## src/rtl/fp_exp_arbiter.sv

```systemverilog
// Round-robin arbiter that feeds one shared exponent add/bias-subtract unit.
// Optional macro FP_EXP_ARB_STATS_EN adds grant/stall counters (stat_grants, stat_stalls).
module fp_exp_arbiter #(
    parameter int N_REQ     = 4,
    parameter int ID_W      = 2,
    parameter int EXP_WIDTH = 8,
    parameter int BIAS      = 127
) (
    input  logic                       clk,
    input  logic                       rst,
    input  logic [N_REQ-1:0]           req_valid,
    output logic [N_REQ-1:0]           req_ready,
    input  logic [N_REQ*EXP_WIDTH-1:0] req_exp_a,
    input  logic [N_REQ*EXP_WIDTH-1:0] req_exp_b,
    output logic                       res_valid,
    input  logic                       res_ready,
    output logic [ID_W-1:0]            res_id,
    output logic [EXP_WIDTH-1:0]       res_exp,
    output logic                       res_ovf,
    output logic                       res_unf
`ifdef FP_EXP_ARB_STATS_EN
    ,
    output logic [31:0]                stat_grants,
    output logic [31:0]                stat_stalls
`endif
);
    localparam int SW = EXP_WIDTH + 2;

    typedef enum logic {EMPTY = 1'b0, FULL = 1'b1} state_t;
    state_t state_q, state_d;

    logic [N_REQ-1:0][EXP_WIDTH-1:0] exp_a, exp_b;
    assign exp_a = req_exp_a;
    assign exp_b = req_exp_b;

    logic [ID_W-1:0]      rr_ptr, grant_id, rr_next;
    logic                 grant_vld, can_accept, xfer;
    logic [EXP_WIDTH-1:0] a_sel, b_sel, exp_d;
    logic signed [SW-1:0] sum_s;
    logic                 ovf_d, unf_d;
    int                   idx;

    assign res_valid  = (state_q == FULL);
    assign can_accept = !res_valid || res_ready;

    // Scan from rr_ptr with wraparound; first valid requester wins.
    always_comb begin
        grant_vld = 1'b0;
        grant_id  = '0;
        idx       = 0;
        for (int k = 0; k < N_REQ; k++) begin
            idx = int'(rr_ptr) + k;
            if (idx >= N_REQ) idx = idx - N_REQ;
            if (!grant_vld && req_valid[idx]) begin
                grant_vld = 1'b1;
                grant_id  = ID_W'(idx);
            end
        end
    end

    assign xfer      = grant_vld && can_accept && !rst;
    assign req_ready = xfer ? (N_REQ'(1) << grant_id) : '0;
    assign rr_next   = (int'(grant_id) == N_REQ - 1) ? '0 : grant_id + ID_W'(1);

    // Shared datapath: zero-extended operands, signed result so underflow is visible.
    always_comb begin
        a_sel = exp_a[grant_id];
        b_sel = exp_b[grant_id];
        sum_s = $signed({2'b00, a_sel}) + $signed({2'b00, b_sel}) - $signed(SW'(BIAS));
        ovf_d = (sum_s >= $signed(SW'((1 << EXP_WIDTH) - 1)));
        unf_d = (sum_s <= $signed(SW'(0)));
        exp_d = ovf_d ? '1 : (unf_d ? '0 : sum_s[EXP_WIDTH-1:0]);
    end

    always_comb begin
        state_d = state_q;
        if (xfer)           state_d = FULL;
        else if (res_ready) state_d = EMPTY;
    end

    always_ff @(posedge clk) begin
        if (rst) state_q <= EMPTY;
        else     state_q <= state_d;
    end

    always_ff @(posedge clk) begin
        if (rst) begin
            rr_ptr  <= '0;
            res_id  <= '0;
            res_exp <= '0;
            res_ovf <= 1'b0;
            res_unf <= 1'b0;
        end else if (xfer) begin
            rr_ptr  <= rr_next;
            res_id  <= grant_id;
            res_exp <= exp_d;
            res_ovf <= ovf_d;
            res_unf <= unf_d;
        end
    end

`ifdef FP_EXP_ARB_STATS_EN
    always_ff @(posedge clk) begin
        if (rst) begin
            stat_grants <= '0;
            stat_stalls <= '0;
        end else begin
            if (xfer)                    stat_grants <= stat_grants + 32'd1;
            if (res_valid && !res_ready) stat_stalls <= stat_stalls + 32'd1;
        end
    end
`endif

endmodule

```

## config.mk

```make
export PLATFORM = sky130hd
export DESIGN_NAME = fp_exp_arbiter
export DESIGN_NICKNAME = d
export VERILOG_FILES = /design/src/rtl/fp_exp_arbiter.sv
export SDC_FILE = /design/constraint.sdc
export NUM_CORES = 1
export LEC_CHECK = 0
export CAP_MARGIN = 30
export CORE_MARGIN = 2
export CORE_UTILIZATION = 41
export CTS_CLUSTER_DIAMETER = 30
export DETAILED_ROUTE_END_ITERATION = 8
export PLACE_DENSITY = 0.91
export SLEW_MARGIN = 20
export SYNTH_ARGS = -nofsm -noshare
export SYNTH_HDL_FRONTEND = slang
export SYNTH_SLANG_ARGS = --single-unit
```

## constraint.sdc

```tcl
create_clock -name clk -period 5.35 [get_ports clk]
set_input_delay 1.3375 -clock clk [delete_from_list [all_inputs] [get_ports clk]]
set_output_delay 1.3375 -clock clk [all_outputs]
set_load 0.1 [all_outputs]
```

==> results.json <==
{
  "grt_max_degree": 33,
  "num_vias": 1835,
  "vdd_drop_max_mv": 0.287,
  "worstPathRequired_ns": 5.49,
  "worstMarginPinSlew_ns": 0.982,
  "synth.area.top_cells": "mux2i_1, dfxtp_1, ha_1, nand3b_1, o21ai_0",
  "clockBufferDepth": 2,
  "areaGrowthSynthToFinish_pct": 55.8,
  "async_flop_share_pct": 0,
  "p_per_area_nw_per_um2": 489,
  "reg2reg_slack_ns": 1.61,
  "die_x_um": 69.6,
  "fin_crit_sh_pct": 94.8,
  "core_area_sq_um": 4060,
  "die-area_sq_um": 4840,
  "hold_viol": 0,
  "holdBufCountCts": 0,
  "synth_area_sq_um": 1760,
  "p_leak_nw": 1.13,
  "grt_pass1_vias": 1707,
  "fin_skew_ns": 0.00485,
  "worstHoldPathType": "reg2reg",
  "nets": 373,
  "fmaxAchievable_mhz": 197,
  "ys_seq_area_share_pct": 17.0,
  "drc": 0,
  "cts_buffers": 3,
  "start_util_pct": 43.4,
  "crit_arrival_ns": 5.21,
  "drt_iter0_drc": 76,
  "clock_sinks": 15,
  "crit_type": "in2reg",
  "worstSkewPairLatency_ns": 0.25,
  "rows": 23,
  "synth_common_cells": "mux2i_1, ha_1, dfxtp_1",
  "dp.final_hpwl_um": 3930,
  "setup_viol": 0,
  "status": "complete, no violations",
  "cts_setup_buffers": 0,
  "io_pins": 88,
  "fin_hold_ws_ns": 0.471,
  "grt_pass1_wl_um": 7530,
  "yosysMostFrequentCell": "mux2i_1",
  "clockRootBuffer": "clkbuf_8",
  "die_h_um": 69.6,
  "ys.flop_type": "dfxtp_1",
  "synth.avg_cell_area_sq_um": 8.99,
  "yosysTopAreaCell": "mux2i_1",
  "final_core_util_pct": 67.6,
  "tritoncts": "done",
  "wl_per_cell_um": 14.2,
  "antenna_found_initial": 0,
  "setup.worst_path.start_class": "input port",
  "antenna_cells": 0,
  "wl_um": 4710,
  "power_w": 0.00134,
  "postRouteAntennaNets": 0,
  "yosys_warnings": 0,
  "grt.total_usage_pct": 18.6,
  "drv_cap": 0,
  "synth_edf_count": 0,
  "gp_congestion": 0.798,
  "clk_pin_slew_worst_paths_ns": 0.05,
  "io_buffers": 87,
  "end_kind": "register",
  "finalMaxSlewViolations": 0,
  "min_period_ns": 5.07,
  "ys_types": 46,
  "first_pass_iters": 4,
  "maxSlewHeadroom_pct": 34.3,
  "htreeDepth": 1,
  "synth.net_count": 287,
  "critPathMaxFanout": 32,
  "drive_gt1_share_pct": 6.76,
  "synth-seq-cells": 15,
  "yosysTopAreaCellShare_pct": 25.6,
  "netlist_instances": 196,
  "viasPerCell": 5.54,
  "rsz0062_at_grt": "false",
  "overflow": 0
}
metrics by stage:
stage          std cells  area [sq um]  TNS (ns)  setup WS, ns
3_3_place_gp         327          2700         0         0.145
5_1_grt              331          2740         0        0.0407
4_1_cts              331          2740         0         0.170
6_report             331          2740         0         0.280
3_5_place_dp         327          2700    -0.289       -0.0727
2_1_floorplan        196          1760         0         0.909
cell type report:
| cell class | count | area [sq um] |
|---|---|---|
| inverter | 14 | 52.6 |
| fill | 328 | 1310 |
| multi-input combinational | 158 | 1340 |
| timing repair buffer | 90 | 946 |
| tap | 50 | 62.6 |
| clock buffer | 4 | 45.0 |
| sequential | 15 | 300 |
routing by layer:
metal	GRT usage (%)	routed length (um)	part of all wire [%]	vias up
met5	0	0	0	-
met4	5.23	65	1.4	0
met3	3.92	258	5.5	8
met2	35.5	2540	54	69
met1	20.4	1840	39	847
li1	-	-	-	911
power breakdown:
| part | switching, W | total [W] | internal [W] |
|---|---|---|---|
| sequential | 0.0000200 | 0.000170 | 0.000150 |
| combinational | 0.000678 | 0.00108 | 0.000402 |
| clock | 0.0000383 | 0.0000910 | 0.0000527 |
critical path, cell delays in order:
cell and delay [ns]:
clkdlybuf4s50_1 0.53, inv_1 0.09, a221o_1 0.36, a22oi_2 0.23, buf_12 0.26, mux2i_1 0.22, mux2i_1 0.11, ha_1 0.33
ha_1 0.36, nand2_1 0.11, o31ai_1 0.46, mux2i_2 0.47, nor3_1 0.13, a31o_1 0.20
repair_timing:
item,CTS,global route
endpoints found under the hold margin,0,0
setup endpoints to repair,0,9
gates resized for setup,0,1
placed cells by master (no fill, tap or decap), drive strengths merged, types with 2 or more instances in the layout:
cell | synthesis | final
a21oi | 8 | 8
a221o | 2 | 2
a31oi | 2 | 2
and2 | 5 | 5
buf | 6 | 7
clkbuf | 3 | 4
clkdlybuf4s50 | 0 | 83
dfxtp | 15 | 15
ha | 19 | 19
inv | 14 | 14
mux2 | 4 | 4
mux2i | 45 | 45
nand2 | 8 | 8
nand3 | 2 | 2
nand3b | 8 | 8
nor2 | 4 | 4
nor2b | 2 | 2
nor3 | 5 | 5
o211ai | 2 | 2
o21ai | 10 | 10
o21bai | 2 | 2
o311ai | 2 | 2
o31ai | 4 | 4
o32ai | 2 | 2
or3 | 2 | 2
xnor2 | 2 | 2
xor2 | 2 | 2
sequential cells by signal, indices dropped and copies added, names as in the netlist:
name,count
res_exp,8
res_valid,1
res_id,2
res_unf,1
rr_ptr,2
res_ovf,1
logic make-up (layout without fill, tap and decap cells):
group                      Yosys count  count (layout)  synth area share (%)
and+or+nand+nor                     44              44                  14.8
muxes                               49              49                  28.1
DFF                                 15              15                  17.0
adders and majority gates           20              20                  14.6
buffers and inverters               23             108                  7.24
xor gates and xnor gates             4               4                  1.99
AOI/OAI and AO/OA                   41              41                  16.1
final timing paths:
kind,from,to,cells past startpoint
setup reg to reg,rr_ptr[0]$_SDFFE_PP0P_,res_unf$_SDFFE_PP0P_,13
hold reg to reg,res_exp[0]$_SDFFE_PP0P_,res_exp[0]$_SDFFE_PP0P_,2
setup / recovery,req_valid[1],res_unf$_SDFFE_PP0P_,14
hold / removal,res_exp[0]$_SDFFE_PP0P_,res_exp[0]$_SDFFE_PP0P_,2
(Power assumes the default switching activity.)
